===== src/rtl/demux1x16_deserializer.sv =====
// demux1x16_deserializer: steers a serial bit stream into 16 slots and
// presents each completed 16-bit word in parallel on `out`.
// The optional macro DEMUX1X16_MSB_FIRST_EN maps slot k to out[15-k], so the
// first bit received is the MSB. By default slot k maps to out[k], so the
// first bit received is the LSB.
module demux1x16_deserializer (
  input  logic        clk,
  input  logic        rst,
  input  logic        in,
  input  logic        in_valid,
  input  logic        start,
  output logic [3:0]  sel,
  output logic        busy,
  output logic [15:0] out,
  output logic        out_valid
);

  typedef enum logic {IDLE = 1'b0, COLLECT = 1'b1} state_t;

  state_t      state, state_nxt;
  logic [3:0]  sel_nxt;
  logic [15:0] shadow, shadow_nxt;
  logic [15:0] out_nxt;
  logic        out_valid_nxt;
  logic [15:0] word;

  // Bit position within the word that a given slot occupies.
  function automatic logic [3:0] bit_pos(input logic [3:0] slot);
`ifdef DEMUX1X16_MSB_FIRST_EN
    return 4'd15 - slot;
`else
    return slot;
`endif
  endfunction

  // Returns `base` with `b` written into the position of `slot`.
  function automatic logic [15:0] insert_bit(input logic [15:0] base,
                                             input logic [3:0]  slot,
                                             input logic        b);
    logic [15:0] w;
    w = base;
    w[bit_pos(slot)] = b;
    return w;
  endfunction

  // busy is a direct decode of the registered state bit.
  assign busy = (state == COLLECT);

  // Next-state, slot counter, shadow word and output word decisions.
  always_comb begin
    state_nxt     = state;
    sel_nxt       = sel;
    shadow_nxt    = shadow;
    out_nxt       = out;
    out_valid_nxt = 1'b0;
    word          = insert_bit(shadow, sel, in);
    if (start) begin
      // Begin or realign: the partial word is discarded; a bit presented
      // together with start is the first bit of the new word.
      state_nxt = COLLECT;
      if (in_valid) begin
        shadow_nxt = insert_bit(16'h0000, 4'd0, in);
        sel_nxt    = 4'd1;
      end else begin
        shadow_nxt = 16'h0000;
        sel_nxt    = 4'd0;
      end
    end else if (state == COLLECT && in_valid) begin
      if (sel == 4'd15) begin
        // Last slot: publish the whole word and start a fresh one.
        out_nxt       = word;
        out_valid_nxt = 1'b1;
        shadow_nxt    = 16'h0000;
        sel_nxt       = 4'd0;
      end else begin
        shadow_nxt = word;
        sel_nxt    = sel + 4'd1;
      end
    end
  end

  // State, counter, shadow and output registers.
  always_ff @(posedge clk or posedge rst) begin
    if (rst) begin
      state     <= IDLE;
      sel       <= 4'd0;
      shadow    <= 16'h0000;
      out       <= 16'h0000;
      out_valid <= 1'b0;
    end else begin
      state     <= state_nxt;
      sel       <= sel_nxt;
      shadow    <= shadow_nxt;
      out       <= out_nxt;
      out_valid <= out_valid_nxt;
    end
  end

endmodule


===== config.mk =====
export PLATFORM = sky130hd
export DESIGN_NAME = demux1x16_deserializer
export DESIGN_NICKNAME = d
export VERILOG_FILES = /design/src/rtl/demux1x16_deserializer.sv
export SDC_FILE = /design/constraint.sdc
export NUM_CORES = 1
export LEC_CHECK = 0
export BUFFER_PORTS_ARGS = -buffer_cell sky130_fd_sc_hd__buf_2
export CAP_MARGIN = 5
export CORE_ASPECT_RATIO = 1.1
export CORE_MARGIN = 1
export CORE_UTILIZATION = 55
export CTS_BUF_LIST = sky130_fd_sc_hd__clkbuf_2
export CTS_CLUSTER_DIAMETER = 100
export DETAILED_ROUTE_END_ITERATION = 8
export PLACE_DENSITY = 0.87
export SLEW_MARGIN = 30
export SYNTH_ARGS = -nofsm -noshare
export SYNTH_HDL_FRONTEND = slang
export SYNTH_SLANG_ARGS = --single-unit

===== constraint.sdc =====
create_clock -name clk -period 2.38 [get_ports clk]
set_clock_uncertainty 0.15 [all_clocks]
set_input_delay 0.119 -clock clk [delete_from_list [all_inputs] [get_ports clk]]
set_output_delay 0.119 -clock clk [all_outputs]
set_load 0.02 [all_outputs]

; ---- Word-level counts from Yosys, hierarchy flattened
; Cells that the tools add are included.
[word_totals]
ff_bits = 38
latchBits = 0
in_bits = 5
memories = 0
output_inout_bits = 22
mem_bits_rw = 0
rom_bits = 0
wordCells = 28
[op_classes]
n_eq_ne = 1
mux = 14
n_lt_le_gt_ge = 2
addsub = 1
mul = 0
n_bitwise = 1
shift = 0
n_div = 0
reduce_logical = 4
[ops]
columns = operator, count
row1 = two-way mux 16 bit, 3
row2 = bitwise mux 16 bit, 1
row3 = two-way mux 4 bit, 3
row4 = two-way mux 1 bit, 6
row5 = "less-than comparator 4 x 5 -> 1 bit, second input constant", 1
row6 = "adder 4 x 1 -> 4 bit, second input constant", 1
row7 = demux 1 bit (select 4 bit), 1
row8 = "== test 4 bit, second input constant", 1
row9 = "greater-or-equal comparator 4 x 1 -> 1 bit, second input constant", 1
row10 = AND reduction 3 bit, 1
row11 = logical AND 1 bit, 2
row12 = nonzero test 2 bit, 1
row13 = NOT 1 bit, 1

; ---- Logic depth before layout (Yosys ltp)
[logic_depth]
ltp_word = 8
depth_mapped = 5
mapped_depth_nobuf = 5

; ---- Worst setup path after synthesis
; OpenSTA, ideal clock, no wires.
[synth_path]
path_kind = flip-flop to flip-flop
from = reg sel[1]
to = reg out[2]
t_required_ns = 2.105
slack_ns = 0.297
path_buffers = 1
t_arrival_ns = 1.808
setup_ns = 0.125
stages_incl_launch_ff = 6
path_cell_list = dfrtp_1 > ha_1 > nand3_2 > nor3_4 > buf_12 > mux2_4
[synth_between]
elab_chain_cells = 5
elab_cells_between_ends = 8
classes_between = order compare (2) / eq/ne (1) / mux (3) / reduce/logical (2)
[synth_rtl]
columns = item, line_no
row1 = from (decl), 12  ; output logic [3:0] sel,
row2 = from (signal assigned), 92  ; sel <= sel_nxt;
row3 = less-than comparator 4 x 5 -> 1 bit (implied by the code) or greater-or-equal comparator 4 x 1 -> 1 bit (tied branches), 42  ; w[bit_pos(slot)] = b;
row4 = logical AND 1 bit (implied by the code), 42
row5 = two-way mux 1 bit (implied by the code), 42
row6 = demux 1 bit (select 4 bit), 42
row7 = bitwise mux 16 bit, 42
row8 = to (signal assigned), 94  ; out <= out_nxt;
row9 = to (decl), 14  ; output logic [15:0] out,
; Parallel ways exist; a longest one is shown, timed or not.
; A chain may end at the register's enable or synchronous reset.

; ---- Final worst setup path
[layout_path]
from = reg sel[0]
to = reg out[2]
; The elaborated chain is that of the path after synthesis.

==> results.toml <==
[global_route]
via_count_of_the_first_global_routing_pass = 1384
globalRouteOverflowTotal = 0
combined_global_route_utilization_of_all_metal_layers_pct = 21.9
antenna_found_initial = 0
grt_max_degree = 38
grt_first_pass_wirelength_um = 6330

[floorplanning]
floorplan.initialDensity_pct = 59.2
rows = 22
die_x_um = 59.8
die-area_um2 = 3920
ioPinCount = 27
core_area_um2 = 3410
die_y_um = 65.6

[sta]
period_minus_slack_ns = 2.11
fin_tns_setup_ns = 0
max_slew_margin_pct = 59.7
tightest_slew_ns = 0.604
finalHoldViolCount = 0
min_period_over_period_pct = 88.5
setup_repair_after_global_routing_missed_its_margin = "false"
clock.fmax_mhz = 475
worst_hold_margin_ns = 0.0387
setup_viol = 0
report.final.slew_viol_count = 0

[cells_and_area]
insertedDiodeCount = 0
most_frequent_standard_cell_in_the_layout_excluding_fill_and_tap_cells = "sky130_fd_sc_hd__dfrtp_1"
fin_nets = 218
layout_common_cells = "37 x sky130_fd_sc_hd__dfrtp_1, 26 x sky130_fd_sc_hd__nand2_1, 26 x sky130_fd_sc_hd__buf_2, 18 x sky130_fd_sc_hd__mux2_2"
n_fill_cell = 279
final_util_pct = 65.9
syn2layout_area_growth_pct = 11.5
finish.cell_count_without_fillers = 256
layout-drive-gt1-share_pct = 35.1

[place]
placedCellCount = 245
port_buffers = 26
post-dp-hpwl_um = 2520
gp_routability_congestion = 0.891

[clock_tree]
clock_sinks = 37
ctsLongestPathBuffers = 2
post_cts.resized_instances = 0
worstSkewPairLatency_ns = 0.37
cts.root.buffer_cell = "sky130_fd_sc_hd__clkbuf_2"
postCtsHoldBufs = 4
clkTransAtPathRegs_ns = 0.17
post-cts-setup-buffers = 0
cts_made_buffers = 5
htree_num_levels = 2
tritoncts = "yes"

[routing]
top_layer_used = "met4"
route.vias.total = 1451
drt.antenna.violating_nets = 0
routed_via_density = 5.67
met3_length_um = 162
wl_um = 3720
met2_routed_wirelength_um = 1750
met1_length_um = 1750
route.detailed.wl_per_inst_um = 14.5
firstDrtPassIters = 4
drc = 0
drtIter0Drc = 37

[worst_setup_path]
critPathArrivalTime_ns = 2.24
cp_startpoint_kind = "register"
critPathKind = "register to register"
crit_chain = "inv_1 -> ha_1 -> or3b_4 -> mux2_4 -> mux2_4"
timing.critical_path.fanout_max = 7
critical_path.endpoint_type = "register"
worst-endpoint-required_ns = 2.51
cpPeakStageDelay_ns = 0.48
cp_common_cell = "sky130_fd_sc_hd__mux2_4"
crit_path_top_delay_cell = "sky130_fd_sc_hd__dfrtp_1"

[synthesis]
post_synth_inst_count = 177
synth_area_per_cell_um2 = 11.4
synth_enable_flop_cells = 0
synth-async-reset-ratio_pct = 100
ys_types = 34
seq_area_frac_synth_pct = 45.8
synth_flop_cell = "sky130_fd_sc_hd__dfrtp_1"
netlist_area_um2 = 2020
synth-seq-cells = 37
yosysWarningCount = 0
syn_nets = 187

[power]
comb_power_share_pct = 12.9
p_int_uw = 759
power.leakage_nw = 1.08
power_density_nw_per_um2 = 467
power.share.sequential_pct = 62.0
share_clk_of_total_power_pct = 25.1
switching_share_pct = 27.8
power.switching_uw = 292
vdd_ir_drop_max_mv = 0.347

[run_status]
outcome = "completed"

[worst_hold_path]
hold_path.class = "input pin to register"

[flow_run]
drv.max_cap_violation_count = 0
state kept, by name, indices dropped and copies added (netlist names):
signal / cells
shadow: 15
sel: 4
busy: 1
out: 16
out_valid: 1
stage by stage:
stage,power (mW),setup slack [ns],instance area [um2]
2_1_floorplan,0.756,0.297,2020
3_3_place_gp,0.792,0.314,2170
3_5_place_dp,0.794,0.301,2170
4_1_cts,1.06,0.295,2250
5_1_grt,1.10,0.179,2250
6_report,1.05,0.275,2250
cells in the mapped netlist, types with 2 or more instances:
| cell | n | area (um2) |
|---|---|---|
| sky130_fd_sc_hd__a21oi_1 | 5 | 25.0 |
| sky130_fd_sc_hd__nor2_1 | 4 | 15.0 |
| sky130_fd_sc_hd__nand3b_1 | 8 | 60.1 |
| sky130_fd_sc_hd__nand3_1 | 5 | 25.0 |
| sky130_fd_sc_hd__inv_1 | 5 | 18.8 |
| sky130_fd_sc_hd__buf_6 | 2 | 22.5 |
| sky130_fd_sc_hd__nand4_1 | 2 | 12.5 |
| sky130_fd_sc_hd__o221ai_1 | 11 | 96.3 |
| sky130_fd_sc_hd__or3b_1 | 2 | 17.5 |
| sky130_fd_sc_hd__buf_4 | 2 | 15.0 |
| sky130_fd_sc_hd__clkbuf_1 | 7 | 26.3 |
| sky130_fd_sc_hd__mux2i_1 | 2 | 20.0 |
| sky130_fd_sc_hd__mux2_4 | 11 | 165 |
| sky130_fd_sc_hd__o21ai_0 | 4 | 20.0 |
| sky130_fd_sc_hd__nand2_1 | 26 | 97.6 |
| sky130_fd_sc_hd__ha_1 | 5 | 62.6 |
| sky130_fd_sc_hd__dfrtp_1 | 37 | 926 |
| sky130_fd_sc_hd__mux2_2 | 18 | 203 |
| sky130_fd_sc_hd__nand4b_1 | 5 | 43.8 |
| sky130_fd_sc_hd__a22oi_1 | 2 | 15.0 |
path summary, 6_finish.rpt:
| check | startpoint | to | slack [ns] | depth (start not counted) |
|---|---|---|---|---|
| hold reg to reg | out[12] | out[12] | 0.38 | 1 |
| max in group asynchronous | rst | out[0] | 1.55 | 4 |
| setup / recovery | sel[0] | out[2] | 0.27 | 5 |
| setup reg to reg | sel[0] | out[2] | 0.27 | 5 |
| min in group asynchronous | rst | shadow[1] | 0.21 | 4 |
| hold / removal | in | shadow[14] | 0.04 | 3 |
cell families after synthesis:
| kind of cell | Yosys count | synth area share (%) |
|---|---|---|
| xor+xnor | 1 | 0.434 |
| mux | 31 | 19.2 |
| fa+ha+maj | 5 | 3.10 |
| flops | 37 | 45.8 |
| simple gates | 61 | 17.5 |
| compound gates | 24 | 8.55 |
| buf+inv | 18 | 5.33 |
worst max-delay path: cells and delay by family, from the launching register on:
family	cells	cell delay, ns
adders and majority gates	1	0.28
buffers and inverters	1	0.13
DFF	1	0.48
muxes	2	0.55
and+or+nand+nor	1	0.43
routing by layer:
| metal | vias up | track usage [%] |
|---|---|---|
| li1 | 705 | - |
| met1 | 699 | 29.0 |
| met2 | 40 | 32.4 |
| met3 | 7 | 6.30 |
| met4 | 0 | 10.8 |
| met5 | - | 0 |
power groups by stage:
| stage | combinational [mW] | clock, mW | sequential (mW) |
|---|---|---|---|
| final | 0.136 | 0.264 | 0.652 |
| after global routing | 0.150 | 0.299 | 0.654 |
| after CTS | 0.136 | 0.275 | 0.651 |
| after detailed placement | 0.132 | 0 | 0.662 |
| after global placement | 0.130 | 0 | 0.661 |
| after floorplan | 0.0922 | 0 | 0.664 |
cell type report:
cell class                 count  area [um2]  area share [%]
clock buffer                   6        30.0            1.33
clock inverter                 1        3.75           0.167
inverter                       5        18.8           0.834
multi-input combinational    122         990            44.0
sequential                    37         926            41.1
tap                           48        60.1            2.67
timing repair buffer          37         223            9.89
(Power assumes the default switching activity.)
